### src/rtl/led_scan_ctrl.sv
// led_scan_ctrl: time-multiplexed 7-segment scan with frame-synchronous value commit,
// ghost blanking between digits and optional leading-zero suppression.
module led_scan_ctrl #(
  parameter int DIGITS       = 4,
  parameter int DIV          = 1000,
  parameter int BLANK_CYCLES = 16
) (
  input  logic                  clk,
  input  logic                  _reset,
  input  logic                  enable,
  input  logic                  lz_suppress,
  input  logic [4*DIGITS-1:0]   value_in,
  input  logic                  value_valid,
  output logic                  value_ready,
  output logic [3:0]            nibble,
  output logic                  blank,
  output logic [DIGITS-1:0]     _digit,
  output logic                  frame_done
);
  localparam int IW = $clog2(DIGITS);
  localparam int CW = $clog2(DIV);
  localparam logic [CW-1:0] CNT_LAST   = CW'(DIV - 1);
  localparam logic [CW-1:0] BLANK_LAST = CW'(BLANK_CYCLES - 1);
  localparam logic [IW-1:0] IDX_LAST   = IW'(DIGITS - 1);

  typedef enum logic [1:0] {IDLE, BLANK, SHOW} state_t;

  state_t              state, state_n;
  logic [CW-1:0]       cnt, cnt_n;
  logic [IW-1:0]       idx, idx_n;
  logic [4*DIGITS-1:0] active, pending;
  logic                pending_full, pending_full_n;
  logic                accept, commit, wrap, suppressed;
  logic [3:0]          nibble_n;
  logic                blank_n;
  logic [DIGITS-1:0]   digit_n;

  assign accept         = value_valid & value_ready;
  assign pending_full_n = accept | (pending_full & ~commit);

  always_ff @(posedge clk or negedge _reset) begin
    if (!_reset) begin
      state        <= IDLE;
      cnt          <= '0;
      idx          <= '0;
      active       <= '0;
      pending      <= '0;
      pending_full <= 1'b0;
      value_ready  <= 1'b1;
      nibble       <= '0;
      blank        <= 1'b1;
      _digit       <= '1;
      frame_done   <= 1'b0;
    end else begin
      state        <= state_n;
      cnt          <= cnt_n;
      idx          <= idx_n;
      active       <= (commit && pending_full) ? pending : active;
      pending      <= accept ? value_in : pending;
      pending_full <= pending_full_n;
      value_ready  <= ~pending_full_n;
      nibble       <= nibble_n;
      blank        <= blank_n;
      _digit       <= digit_n;
      frame_done   <= wrap;
    end
  end

  always_comb begin
    state_n = state;
    cnt_n   = cnt + 1'b1;
    idx_n   = idx;
    commit  = 1'b0;
    wrap    = 1'b0;
    if (!enable) begin
      state_n = IDLE;
      cnt_n   = '0;
      idx_n   = '0;
    end else if (state == IDLE) begin
      state_n = BLANK;
      cnt_n   = '0;
      idx_n   = '0;
      commit  = 1'b1;
    end else if (state == SHOW && cnt == CNT_LAST) begin
      state_n = BLANK;
      cnt_n   = '0;
      wrap    = (idx == IDX_LAST);
      idx_n   = wrap ? '0 : idx + 1'b1;
      commit  = wrap;
    end else if (state == BLANK && cnt == BLANK_LAST) begin
      state_n = SHOW;
    end
  end

  // Outputs are computed from the next state so they change on the same edge as it.
  always_comb begin
    suppressed = lz_suppress && (idx_n != '0) && ((active >> {idx_n, 2'b00}) == '0);
    nibble_n   = (state_n == SHOW) ? active[{idx_n, 2'b00} +: 4] : nibble;
    blank_n    = (state_n != SHOW) || suppressed;
    digit_n    = blank_n ? '1 : ~(DIGITS'(1) << idx_n);
  end
endmodule

### config.mk
export PLATFORM = sky130hd
export DESIGN_NAME = led_scan_ctrl
export DESIGN_NICKNAME = d
export VERILOG_FILES = /design/src/rtl/led_scan_ctrl.sv
export SDC_FILE = /design/constraint.sdc
export NUM_CORES = 1
export LEC_CHECK = 0
export CAP_MARGIN = 20
export CORE_MARGIN = 3
export CORE_UTILIZATION = 50
export DETAILED_ROUTE_END_ITERATION = 10
export PLACE_DENSITY = 0.81
export SYNTH_ARGS = -nofsm -noshare
export SYNTH_HDL_FRONTEND = slang
export SYNTH_SLANG_ARGS = --single-unit
### constraint.sdc
create_clock -name clk -period 2.2 [get_ports clk]
set_clock_uncertainty 0.1 [all_clocks]
set_input_delay 0.66 -clock clk [delete_from_list [all_inputs] [get_ports clk]]
set_output_delay 0.66 -clock clk [all_outputs]
set_load 0.01 [all_outputs]
==> metrics.cfg <==
[status]
status=finished, violations left
violations=negative setup slack

[worst_setup_path]
crit_arrival_ns=2.55
worstSetupEndpointType=register
crit_family=compound AO/OA/AOI/OAI gates
startpoint_type=register
crit_type=reg2reg
critPathBufInv=1
cp_slowest_cell=or3_4
cp_data_required_time_ns=2.36
critPathMaxStageDelay_ns=0.43
crit_path_cell_trace=nand4bb_4 -> or3_4 -> a21oi_4 -> inv_4 -> a2111oi_4 -> o22ai_2 -> o211ai_1
path_max_fanout=11

[synthesis]
synth_compound_area_share_pct=12.5
synth_cells=212
synth_area_mm2=0.00267
synthFlopType=dfrtp_1
synthArstFlopShare_pct=100
synth_edf_count=0
yosysWarnings=0
synth_nets=235
avgSynthCellArea_um2=12.6
synth.largest_area_cell=dfrtp_1
ys_seq_area_share_pct=54.7
synth_fa_ha_area_share_pct=0.939
synth_top_area_share_pct=48.8
ys_ff_latch=58
synth.most_common_cell=dfrtp_1
yosys.cell_types.count=51
synth_top_family_by_area=multiplexers
synth.area.mux_share_pct=13.5
synth-simple-area-share_pct=11.9
synth_common_cells=52 x dfrtp_1, 32 x mux2_2, 13 x nor2_1
synth_xor_area_share_pct=2.63
synth_area_leaders=dfrtp_1 49%, mux2_2 14%, dfstp_2 5.9%

[global_routing]
grt_max_degree=59
use_met2_pct=37.4
grt_pass1_vias=2113
grtUsageMet3_pct=8.62
antenna_found_initial=0
grtUsageMet1_pct=25.1
grt_pass1_wl_mm=10.3
grt_usage_pct=22.0
grt-ovfl-total=0
grt_busiest_layer=met2

[place]
dp_hpwl_mm=3.94
place_area_mm2=0.00343
routabilityCongestion=0.868
port_buffers=31
dp_slack_ns=-0.535

[power]
p_int_mw=2.41
cellPowerDensity_mw_per_mm2=860
p_seq_share_pct=46.6
ir_worst_vdd_mv=0.660
leakagePower_nw=1.73
power.switching_mw=0.952
p_comb_share_pct=21.4
clkPwrFrac_pct=32.1
power_mw=3.36
switching_share_pct=28.3

[sta]
finalSetupViolCount=13
hold_viol=0
rsz0062_at_grt=yes
fmaxAchievable_ghz=0.420
worst_slew_pin_slew_ns=0.517
max_slew_margin_pct=65.5
fin_ws_ns=-0.184
min_period_ns=2.38
slew_violations=0
fin_crit_sh_pct=108

[cts]
cts.htree.levels=3
clk_pin_slew_ns=0.07
cts_tree=yes
cts-root-buf=clkbuf_8
clock_path_buffers=2
hold_buffers=0
clock_latency_ns=0.34
cts.sinks=58
cts_buffers=9

[detailed_routing]
drc=0
first_pass_iters=5
drt_iter0_markers=95
via_per_inst=5.55
num_vias=2060
routedWlPerCell_um=17.1
drtAntennaViolNets=0
drt-total-wl_mm=6.34

[finish]
layout-drive-gt1-share_pct=48.0
postLayoutCellArea_mm2=0.00391
final_nets=322
fin_util_pct=79.1
antennaDiodeCount=0
nFillCells=303
area_delta_synth_final_pct=46.7
seq_area_mm2=0.00146
multi_input_area_mm2=0.00132

[floorplanning]
die-area_mm2=0.00624
core_area_mm2=0.00494
rows=25
die_w_um=79.0
initial_core_util_pct=53.9
die_h_um=79.0
io_pins=32

[job]
maxCapViolations=0

[worst_hold_path]
hold_path_class=in2async

registers in the layout (all words and copies together), names as in the netlist:
name and cells:
pending 16, active 16, cnt 10, state 2, _digit 4, blank 1
pending_full 1, frame_done 1, idx 2, value_ready 1, nibble 4
worst paths after layout:
check                           from    endpoint  slack [ns]  depth (start not counted)
max                           cnt[3]   _digit[2]       -0.18                          7
min                           _reset  pending[3]        0.21                          2
min in group clk           nibble[2]   nibble[2]        0.40                          2
max reg2reg                   cnt[3]   _digit[2]       -0.18                          7
max in group asynchronous     _reset       blank        1.50                          2
min reg2reg                nibble[2]   nibble[2]        0.40                          2
power by group through the flow:
stage	clock, mW	combinational (mW)	sequential [mW]
2_1_floorplan	0	0.452	1.49
6_report	1.08	0.719	1.57
4_1_cts	1.10	0.706	1.56
3_3_place_gp	0	0.604	1.54
3_5_place_dp	0	0.629	1.56
5_1_grt	1.15	0.780	1.60
repair_timing:
item / in CTS / in global routing
gates resized for setup: 23 / 11
pin swaps: 19 / 12
cloned: 0 / 0
setup endpoints to repair: 25 / 27
setup buffers: 13 / 1
worst register-to-register path, delay by kind of cell, from the launching register on:
| kind | cells | cell delay [ns] |
|---|---|---|
| AO/OA/AOI/OAI | 4 | 0.98 |
| AND/OR/NAND/NOR | 2 | 0.69 |
| flip-flops | 1 | 0.41 |
| buffers and inverters | 1 | 0.14 |
metal layers:
layer  wire length [um]  part of all wire (%)  vias up
li1                   -                     -      946
met1               2400                    38     1034
met2               3460                    55       67
met3                375                   5.9       13
met4                110                   1.7        0
met5                  0                     0        -
layout by cell type, fill, tap and decap left out, types with 3 or more instances in the layout:
cell type	n
dfrtp_1	48
buf_12	4
o211ai_1	4
dfrtp_2	4
a211oi_2	4
and3_1	7
nand2_1	10
a211oi_1	3
xnor2_1	6
buf_6	3
dfstp_2	6
nor2_1	13
clkdlybuf4s50_1	27
a211oi_4	7
clkbuf_8	10
mux2_2	32
buf_4	46
inv_1	11
logic make-up after synthesis:
logic type	Yosys count
XOR/XNOR	8
multiplexers	32
flip-flops	58
AO/OA/AOI/OAI	38
AND/OR/NAND/NOR	53
adder cells (fa/ha/maj)	2
buffers and inverters	21
stage by stage:
| stage | std cells | TNS (ns) | hold WS [ns] |
|---|---|---|---|
| after floorplan | 212 | -0.348 | 0.264 |
| after global placement | 342 | -7.95 | 0.376 |
| after detailed placement | 342 | -8.47 | 0.373 |
| after CTS | 371 | -0.657 | 0.216 |
| after global routing | 371 | -2.80 | 0.216 |
| final | 371 | -0.810 | 0.209 |
layout make-up:
type                       count  share of cell area, %
clock inverter                 5                   1.98
clock buffer                  11                   3.62
sequential                    58                   37.4
inverter                      13                   1.38
multi-input combinational    133                   33.8
tap                           67                   2.14
timing repair buffer          84                   19.6
(Power assumes the default switching activity.)
